==> config.mk <==
export PLATFORM = sky130hd
export DESIGN_NAME = dct_pass_sequencer
export DESIGN_NICKNAME = d
export VERILOG_FILES = /design/src/rtl/dct_pass_sequencer.sv
export SDC_FILE = /design/constraint.sdc
export NUM_CORES = 1
export LEC_CHECK = 0
export ABC_CLOCK_PERIOD_IN_PS = 1850
export BUFFER_PORTS_ARGS = -buffer_cell sky130_fd_sc_hd__buf_2
export CAP_MARGIN = 30
export CORE_UTILIZATION = 54
export DETAILED_ROUTE_END_ITERATION = 10
export GPL_ROUTABILITY_DRIVEN = 0
export PLACE_DENSITY = 0.81
export SYNTH_ARGS = -nofsm -noshare
export SYNTH_HDL_FRONTEND = slang
export SYNTH_SLANG_ARGS = --single-unit
==> constraint.sdc <==
create_clock -name clk -period 1.85 [get_ports clk]
set_input_delay 0.37 -clock clk [delete_from_list [all_inputs] [get_ports clk]]
set_output_delay 0.37 -clock clk [all_outputs]
set_load 0.005 [all_outputs]
==> src/rtl/dct_pass_sequencer.sv <==
// dct_pass_sequencer
// Block-level controller for the 2-D NxN DCT built around one shared MAC.
// A block moves through these phases:
//   LOAD     accept N*N input samples in raster order
//   ROW      row pass
//   DRAIN_R  wait for the last row result to leave the MAC pipeline
//   COL      column pass
//   DRAIN_C  wait for the last column result
//   OUT      hand out N*N readout addresses
//
// Ports
//   clk, reset        clock; asynchronous active-low reset
//   en                compute enable; low freezes ROW/COL/DRAIN and the result pipe
//   in_valid/in_ready input sample handshake; buf_we/buf_waddr write the input buffer
//   pass              0 = row pass, 1 = column pass
//   mac_en            MAC operand issue
//   rd_addr           operand address
//   coef_addr         coefficient address {u,k}
//   mac_clr           clear the accumulator with this issue
//   res_we/res_waddr  result write, PIPE enabled cycles after the k==N-1 issue
//   out_valid/out_ready/out_addr/out_last  readout address stream
//   busy              high in any state other than LOAD
//   done              one-cycle pulse after the final readout handshake
module dct_pass_sequencer #(
  parameter int N_LOG2 = 3,
  parameter int PIPE   = 2,
  localparam int K     = 2 * N_LOG2
) (
  input  logic         clk,
  input  logic         reset,
  input  logic         en,
  input  logic         in_valid,
  output logic         in_ready,
  output logic         buf_we,
  output logic [K-1:0] buf_waddr,
  output logic         pass,
  output logic         mac_en,
  output logic [K-1:0] rd_addr,
  output logic [K-1:0] coef_addr,
  output logic         mac_clr,
  output logic         res_we,
  output logic [K-1:0] res_waddr,
  output logic         out_valid,
  input  logic         out_ready,
  output logic [K-1:0] out_addr,
  output logic         out_last,
  output logic         busy,
  output logic         done
);

  localparam int IW = 3 * N_LOG2;
  localparam int DW = (PIPE > 1) ? $clog2(PIPE) : 1;

  typedef enum logic [2:0] {LOAD, ROW, DRAIN_R, COL, DRAIN_C, OUT} state_t;

  state_t state, state_nx;

  // Compute index triple packed as {i,u,k}. A single increment steps k
  // fastest, then u, then i, and wraps to zero after the last issue.
  logic [IW-1:0]     idx;
  logic [N_LOG2-1:0] ci, cu, ck;
  logic              idx_last;

  assign ci       = idx[IW-1 -: N_LOG2];
  assign cu       = idx[K-1 -: N_LOG2];
  assign ck       = idx[N_LOG2-1:0];
  assign idx_last = &idx;

  logic [DW-1:0] drain_cnt;
  logic          draining;
  logic          drain_done;

  assign draining   = (state == DRAIN_R) || (state == DRAIN_C);
  assign drain_done = draining && en && (drain_cnt == DW'(PIPE - 1));

  // Result delay line: one stage per MAC pipeline cycle.
  logic         dl_v [PIPE];
  logic [K-1:0] dl_a [PIPE];
  logic         dl_in_valid;
  logic [K-1:0] dl_in_addr;

  assign buf_we    = in_valid & in_ready;
  assign res_we    = en & dl_v[PIPE-1];
  assign res_waddr = dl_a[PIPE-1];
  assign busy      = (state != LOAD);

  always_ff @(posedge clk or negedge reset) begin
    if (!reset) state <= LOAD;
    else        state <= state_nx;
  end

  // Next-state and per-state outputs. A result is pushed into the delay
  // line only on the issue that completes a dot product (k == N-1).
  always_comb begin
    state_nx    = state;
    in_ready    = 1'b0;
    pass        = 1'b0;
    mac_en      = 1'b0;
    rd_addr     = '0;
    coef_addr   = '0;
    mac_clr     = 1'b0;
    out_valid   = 1'b0;
    out_last    = 1'b0;
    dl_in_valid = 1'b0;
    dl_in_addr  = '0;
    case (state)
      LOAD: begin
        in_ready = 1'b1;
        if (in_valid && (&buf_waddr)) state_nx = ROW;
      end
      ROW: begin
        mac_en      = en;
        rd_addr     = {ci, ck};
        coef_addr   = {cu, ck};
        mac_clr     = en && (ck == '0);
        dl_in_valid = en && (&ck);
        dl_in_addr  = {ci, cu};
        if (en && idx_last) state_nx = DRAIN_R;
      end
      DRAIN_R: begin
        if (drain_done) state_nx = COL;
      end
      COL: begin
        pass        = 1'b1;
        mac_en      = en;
        rd_addr     = {ck, ci};
        coef_addr   = {cu, ck};
        mac_clr     = en && (ck == '0);
        dl_in_valid = en && (&ck);
        dl_in_addr  = {cu, ci};
        if (en && idx_last) state_nx = DRAIN_C;
      end
      DRAIN_C: begin
        pass = 1'b1;
        if (drain_done) state_nx = OUT;
      end
      OUT: begin
        out_valid = 1'b1;
        out_last  = (&out_addr);
        if (out_ready && (&out_addr)) state_nx = LOAD;
      end
      default: state_nx = LOAD;
    endcase
  end

  // Block-level counters. The index is forced to zero while loading so every
  // ROW pass starts clean; COL starts from the natural wrap after ROW.
  always_ff @(posedge clk or negedge reset) begin
    if (!reset) begin
      buf_waddr <= '0;
      idx       <= '0;
      drain_cnt <= '0;
      out_addr  <= '0;
      done      <= 1'b0;
    end else begin
      if (buf_we) buf_waddr <= buf_waddr + K'(1);

      if (state == LOAD)  idx <= '0;
      else if (mac_en)    idx <= idx + IW'(1);

      if (!draining)      drain_cnt <= '0;
      else if (drain_done) drain_cnt <= '0;
      else if (en)        drain_cnt <= drain_cnt + DW'(1);

      if (out_valid && out_ready) out_addr <= out_addr + K'(1);

      done <= out_valid && out_ready && out_last;
    end
  end

  // The delay line freezes with en so a stall delays result writes by
  // exactly the stall length; reset empties it so no stale write escapes.
  always_ff @(posedge clk or negedge reset) begin
    if (!reset) begin
      for (int s = 0; s < PIPE; s++) begin
        dl_v[s] <= 1'b0;
        dl_a[s] <= '0;
      end
    end else if (en) begin
      dl_v[0] <= dl_in_valid;
      dl_a[0] <= dl_in_addr;
      for (int s = 1; s < PIPE; s++) begin
        dl_v[s] <= dl_v[s-1];
        dl_a[s] <= dl_a[s-1];
      end
    end
  end

endmodule

## Yosys cells after proc, flatten, opt, wreduce, memory -nomap -nowiden

Cells that the tools add are included.

| storage, ports and cells | value |
|---|---|
| register bits | 40 |
| logic and storage cells | 71 |

| operators by class | value |
|---|---|
| $add $sub $neg | 4 |
| equality and inequality tests | 12 |
| multiplexer cells | 22 |
| bitwise gates (word level) | 2 |
| reductions and logical operators | 21 |

Operators with widths:

| kind | count |
|---|---|
| 6-bit one-hot mux with 2 select lines | 2 |
| 3-bit two-way mux | 6 |
| 9-bit two-way mux | 2 |
| 3-bit one-hot mux with 6 select lines | 1 |
| 6-bit AND reduction | 3 |
| 6-bit by 1-bit adder with 6-bit output (second input constant) | 2 |
| 2-bit inequality test (second input constant) | 6 |
| 1-bit two-way mux | 10 |
| 9-bit by 1-bit adder with 9-bit output (second input constant) | 1 |
| 1-bit logical AND | 9 |
| 9-bit AND reduction | 1 |
| 3-bit by 2-bit equality test with 1-bit output (second input constant) | 2 |
| 3-bit equality test (second input constant) | 2 |
| 3-bit logical NOT | 2 |
| 6-bit two-way mux | 1 |
| 2-bit OR reduction | 2 |
| 3-bit by 1-bit equality test with 1-bit output (second input constant) | 1 |
| 3-bit by 2-bit inequality test with 1-bit output (second input constant) | 1 |
| 3-bit AND reduction | 1 |
| 3-bit nonzero test | 1 |
| 1-bit AND | 2 |
| 2-bit nonzero test | 1 |
| 1-bit adder (second input constant) | 1 |
| 1-bit logical OR | 1 |

## Logic depth before layout (Yosys ltp)

Gate-level depths: netlist of run 1.

| depth | value |
|---|---|
| word-level depth | 6 |
| gate-level depth with buffers | 7 |
| gate-level depth less buffers | 7 |

## Least setup slack after synthesis of run 1

No wires, ideal clock.

| timing | value |
|---|---|
| path type | flip-flop to output port |
| from | reg state[0] |
| to | out buf_we |
| required time | 1.480 ns |
| arrival | 1.144 ns |
| setup slack | 0.336 ns |
| buffers on the path | 1 |
| cell stages (with the launch flop) | 4 |
| cells stage by stage | dfrtp_1 -> or4b_1 -> buf_2 -> inv_1 |

| between the ends | value |
|---|---|
| cells in the longest elaborated chain, start to end | 3 |

RTL lines:

| element | line | text |
|---|---|---|
| start: declaration | 56 | `state_t state, state_nx;` |
| start signal: assignment | 89 | `else state <= state_nx;` |
| 3-bit logical NOT | 106 | `case (state)` |
| 1-bit two-way mux | 106 |  |
| 1-bit AND | 82 | `assign buf_we = in_valid & in_ready;` |
| end: declaration | 34 | `output logic buf_we,` |

Every way passes these cells.

## Final worst setup path of run 1

| timing | value |
|---|---|
| from | reg state[2] |
| to | out buf_we |

The elaborated chain is that of the path after synthesis.

==> results of run 1 <==
## what timing repair did
| action | CTS | global route |
|---|---|---|
| pin swaps | 2 | 2 |
| endpoints found under the hold margin | 0 | 0 |
| buffers inserted | 3 | 2 |
| hold buffers | 0 | 0 |
| endpoints found under the setup margin | 7 | 4 |
| cloned | 0 | 0 |
| resized for setup | 3 | 7 |
## worst max-delay path: cells and delay by family, from the launching register on
family	cells	cell delay, ns
buf+inv	2	0.17
simple gates	1	0.56
flops	1	0.42
## cells in the mapped netlist, types with 4 or more instances
library cell	n	share of area, %
nor3_1	4	0.97
clkbuf_1	7	1.3
dfrtp_1	40	49
o21ai_0	6	1.5
inv_1	14	2.6
and2_1	5	1.5
nand3_1	7	1.7
nor2_1	19	3.5
ha_1	6	3.6
o22ai_1	6	1.8
nand2_1	15	2.7
xor2_1	6	2.6
xnor2_1	11	4.7
mux2i_1	8	3.9
nor2b_1	5	1.5
mux2_2	8	4.4
buf_4	6	2.2
a21oi_1	6	1.5
## flip-flops by register name, summed over array words and instances (netlist names)
signal and cells:
dl_a 6, dl_v 2, drain_cnt 1, buf_waddr 6
idx 9, state 3, done 1, out_addr 6
res_waddr 6
## through the flow
stage	TNS, ns	setup WS [ns]	hold slack, ns	utilization [%]	cells
6_report	0	0.0457	0.00137	67.5	299
5_1_grt	-0.0340	-0.0244	0.0158	67.5	299
3_3_place_gp	0	0.178	0.318	63.5	287
2_1_floorplan	0	0.336	0.0744	-	206
3_5_place_dp	0	0.131	0.320	63.5	287
4_1_cts	0	0.00160	0.00406	66.4	297
## area by class of cell
class                           count  area [um^2]
Tap cell                           48         60.1
Clock buffer                        6         72.6
Timing Repair Buffer               56          345
Inverter                           14         55.1
Fill cell                         296         1190
Sequential cell                    40         1000
Multi-Input combinational cell    134          931
Clock inverter                      1         5.00
## power breakdown
part | internal, W | switching (W)
clock network | 0.000256 | 0.000287
registers | 0.000950 | 0.0000883
logic | 0.000203 | 0.000222
total | 0.00141 | 0.000598
## routing by layer
layer  wire length (um)  share of wire [%]  GRT usage [%]  vias up
li1                   -                  -              -      770
met1               1660                 43           24.4      746
met2               1910                 50           37.0       40
met3                191                5.0           5.36        7
met4                 65                1.7           9.38        0
met5                  0                  0              0        -
## logic make-up (layout without fill, tap and decap cells)
logic type,Yosys count,in the layout,synth area share [%]
simple gates,70,70,17.7
fa+ha+maj,6,6,3.65
mux,16,16,8.26
compound gates,25,25,7.47
buf+inv,32,77,7.11
xor+xnor,17,17,7.23
flops,40,40,48.6
## final timing paths
check | start | end | depth (start not counted)
max | state[2] | buf_we | 3
min | reset | state[0] | 1
max reg2reg | idx[0] | state[1] | 7
min reg2reg | out_addr[5] | out_addr[5] | 1
max in group asynchronous | reset | res_waddr[1] | 2
min in group clk | out_ready | state[2] | 4
==> metrics, run 1 <==
CTS tree=yes; CTS Buffer Depth=2; power per cell area=813 nW/um^2; largest net degree at the start of global routing=25; vias in the first global route=1498; num rows=22; f_max=554 MHz; FF+latch count, synth=40; fin crit period=about 1.8 ns; die area=4060 um^2; critical path type=flip-flop to output port; CP Cell Sequence=or4b_4 -> inv_4 -> buf_6; first-pass GRT wire length=approximately 6600 um; Fin. Hold Viols=0; crit-path max FO=6; gr usage total=between 20% and 30%; vias=1563; DP Area=~2300 um^2; crit-path max cell delay=between 0.5 and 0.6 ns; Rel. slew slack=between 70 and 80%; Initial Util=56.3%; Critical Path RT=about 1.5 ns; WL final=between 3000 and 4000 um; Seq/Total Area, Yosys=48.6%; port bufs=44; TritonCTS Sinks=40; Post-synth EDFFs=0; antenna violations before repair=0; Num CTS Buffers=5; DP HPWL=~2700 um; die span in y=roughly 64 um; crit path DAT=between 1 and 1.5 ns; Design Area, Final=between 2000 and 2500 um^2; Net count, final=~260; GRT overflow=0; Avg Vias per Cell=around 5.2; H-tree depth=2; DRC violations left=0; Worst Tran Pin Value=0.417 ns; Skew-Pair Late Insertion Delay=between 0.2 and 0.3 ns; drt first-iter violations=57; clock root buffer=clkbuf_8; Worst VDD drop=0.000556 V; commonest non-fill, non-tap cell in the layout=buf_2; Leak=1.20 nW; Slew Limit Fails=0; Primary FF master, synth=dfrtp_1; Net Count, Synth=217; CP endpoint kind=output port; wire per inst=around 13 um; Pwr Total=roughly 0.002 W; startpoint types=flip-flop; Critical Path Slowest Stage Cell=or4b_4; final antenna-violating net count=0; router iterations before antenna repair=4; unrepaired setup endpoints after global routing=yes; io pins=45; most frequent cells in the layout=buf_2, dfrtp_1, nor2_1; Yosys cell types=38; # setup viols final=0; max-cap check violation count=0; setup slack, reg-to-reg=between 0.2 and 0.25 ns; Antenna diodes=0; Synth async-reset ratio=100%; period utilisation layout=97.5%; P&R area growth vs syn=19.9%; Ys Warns=0; Hold/Removal Path Class=primary input to async pin; Gate Count Post-Synth=just over 200; Syn Area/Cell=roughly 10 um^2; skew final=between 0.006 and 0.007 ns; layout cells sized above 1=31.5%; core area=between 3000 and 4000 um^2; Reg clk slew, reported paths=0.08 ns; Die W=63.8 um; Cell Area, Synth=2060 um^2; status=finished, final reports clean
Power figures use the tool's default switching activity.
==> inputs of run 2 (changes only) <==
--- a/config.mk
+++ b/config.mk
@@ -12,4 +12,5 @@
 export DETAILED_ROUTE_END_ITERATION = 10
 export GPL_ROUTABILITY_DRIVEN = 0
+export GPL_TIMING_DRIVEN = 0
 export PLACE_DENSITY = 0.81
 export SYNTH_ARGS = -nofsm -noshare
==> constraint.sdc (replaced) <==
create_clock -name clk -period 1.85 [get_ports clk]
set_input_delay 0.185 -clock clk [delete_from_list [all_inputs] [get_ports clk]]
set_output_delay 0.185 -clock clk [all_outputs]
set_load 0.005 [all_outputs]
==> run 2 against run 1 <==
Die area is the same. Flip-flop and latch count unchanged. Via count rose by 3.3%. Global-route usage rose by 1.2 points. Clock skew down 0.0014 ns.
==> metrics, run 2 (same netlist as run 1, synthesis figures left out) <==
status=finished, final reports clean; Leak=1.21 nW (+1.3%); Setup crit start=state[2]; P&R area growth vs syn=19.3%; num rows=22 (unchanged); CP endpoint kind=output port; Worst VDD drop=0.000526 V (-5.4%); DP Area=2340 um^2 (+0.70%); Skew-Pair Late Insertion Delay=0.29 ns (about the same); Antenna diodes=0 (unchanged); Rel. slew slack=41.2% (-31 points); Avg Vias per Cell=5.26 (+0.57%); GRT overflow=0 (unchanged); critical path type=flip-flop to output port; # setup viols final=0 (unchanged); WL final=4100 um (+7.2%); crit path DAT=1.59 ns (+0.16 ns); power per cell area=802 nW/um^2 (-1.3%); fin crit period=1.77 ns (-0.0333 ns); Net count, final=270 (+3.1%); port bufs=44 (unchanged); cells on worst reg2reg path=7 (unchanged); final antenna-violating net count=0 (unchanged); wire per inst=13.4 um (+4.4%); router iterations before antenna repair=4 (unchanged); commonest non-fill, non-tap cell in the layout=buf_2; layout cells sized above 1=30.5% (-0.97 points); first-pass GRT wire length=6920 um (+4.7%); Num CTS Buffers=5 (unchanged); max reg flops=9 (unchanged); antenna violations before repair=0 (unchanged); CTS Hold Buffers Added=0 (unchanged); end of the critical path=mac_clr; Die W=63.8 um (unchanged); Hold/Removal Path Class=primary input to async pin; Post-Place Setup Slack=0.165 ns (+0.0339 ns); setup slack, reg-to-reg=0.23 ns (about the same); period utilisation layout=95.7% (-1.8 points); die area=4060 um^2 (unchanged); largest register by flop count=idx; unrepaired setup endpoints after global routing=no; vias=1614 (+3.3%); Slew Limit Fails=0 (unchanged); core area=3660 um^2 (unchanged); drt first-iter violations=109 (+91%); RR Startpoint=idx[2]; max-cap check violation count=0 (unchanged); f_max=565 MHz (+1.9%); skew final=0.00492 ns (-0.00141 ns); DRC violations left=0 (unchanged); Design Area, Final=2460 um^2 (-0.56%); Reg clk slew, reported paths=0.07 ns (about the same); CP Cell Sequence=nand3b_1 -> clkbuf_2 -> nor3b_1 -> buf_2; Setup TNS=0 ns (unchanged); die span in y=63.8 um (unchanged); clock root buffer=clkbuf_8; largest net degree at the start of global routing=41 (+64%); Pwr Total=0.00197 W (-1.9%); startpoint types=flip-flop; Critical Path Slowest Stage Cell=dfrtp_1; Min Hold Slack=0.0120 ns (+0.0106 ns); Fin. Hold Viols=0 (unchanged); Critical Path RT=1.66 ns (+0.18 ns); CTS Buffer Depth=2 (unchanged); Worst Tran Pin Value=0.881 ns (+0.464 ns); Initial Util=56.3% (unchanged); FF-to-FF End=state[1]; crit-path max FO=10 (+4); crit-path max cell delay=0.41 ns (-0.15 ns); DP HPWL=2980 um (+9.6%); gr usage total=22.4% (+1.2 points); vias in the first global route=1502 (+0.27%); most frequent cells in the layout=buf_2, dfrtp_1, nor2_1; H-tree depth=2 (unchanged); final setup margin=0.0790 ns (+0.0333 ns); CTS tree=yes; TritonCTS Sinks=40 (unchanged); Fill cells=310 (+4.7%); io pins=45 (unchanged)
[run 2: changes by cell type in the layout (fill, tap and decap cells not counted), sizes merged]
| cell | change |
|---|---|
| clkbuf | +7 |
| buf | +1 |
[run 2: power by group]
part	internal, W	switching, W
clock	0.000256	0.000281
combinational	0.000177	0.000218
sequential	0.000952	0.0000863
[run 2: stage by stage]
step	util [%]	instances
after floorplan	-	206
after global placement	63.9	298
after detailed placement	63.9	298
after CTS	66.2	305
after global routing	67.1	307
final	67.1	307
[run 2: worst min path at each step]
stage	from	to	cells past startpoint
after global routing	reset	buf_waddr[2]	1
final	reset	buf_waddr[2]	1
after global placement	reset	buf_waddr[2]	1
after CTS	reset	done	1
after detailed placement	reset	buf_waddr[2]	1
after floorplan	reset	buf_waddr[0]	0
[run 2: what timing repair did]
| item | CTS | global route |
|---|---|---|
| setup endpoints to repair | 9 | 15 |
| pin swaps | 0 | 0 |
| resized for setup | 3 | 10 |
| buffers inserted | 0 | 3 |
[run 2: critical path, delay by kind of cell (launching register included)]
| kind | cells | cell delay [ns] |
|---|---|---|
| simple gates | 2 | 0.49 |
| flops | 1 | 0.41 |
| buf+inv | 2 | 0.40 |
[run 2: area by class of cell]
type                            count  area, um^2  share of cell area (%)
Sequential cell                    40        1000                    40.9
Multi-Input combinational cell    134         918                    37.4
Timing Repair Buffer               47         243                    9.88
Buffer                             17         101                    4.13
Clock buffer                        6        72.6                    2.95
Tap cell                           48        60.1                    2.45
Inverter                           14        52.6                    2.14
Clock inverter                      1        5.00                   0.204
[run 2: layer usage]
metal / track usage [%] / up-vias / part of all wire (%)
li1: - / 792 / -
met1: 27.6 / 768 / 45
met2: 36.7 / 46 / 49
met3: 6.07 / 8 / 4.4
met4: 9.94 / 0 / 1.9
met5: 0 / - / 0
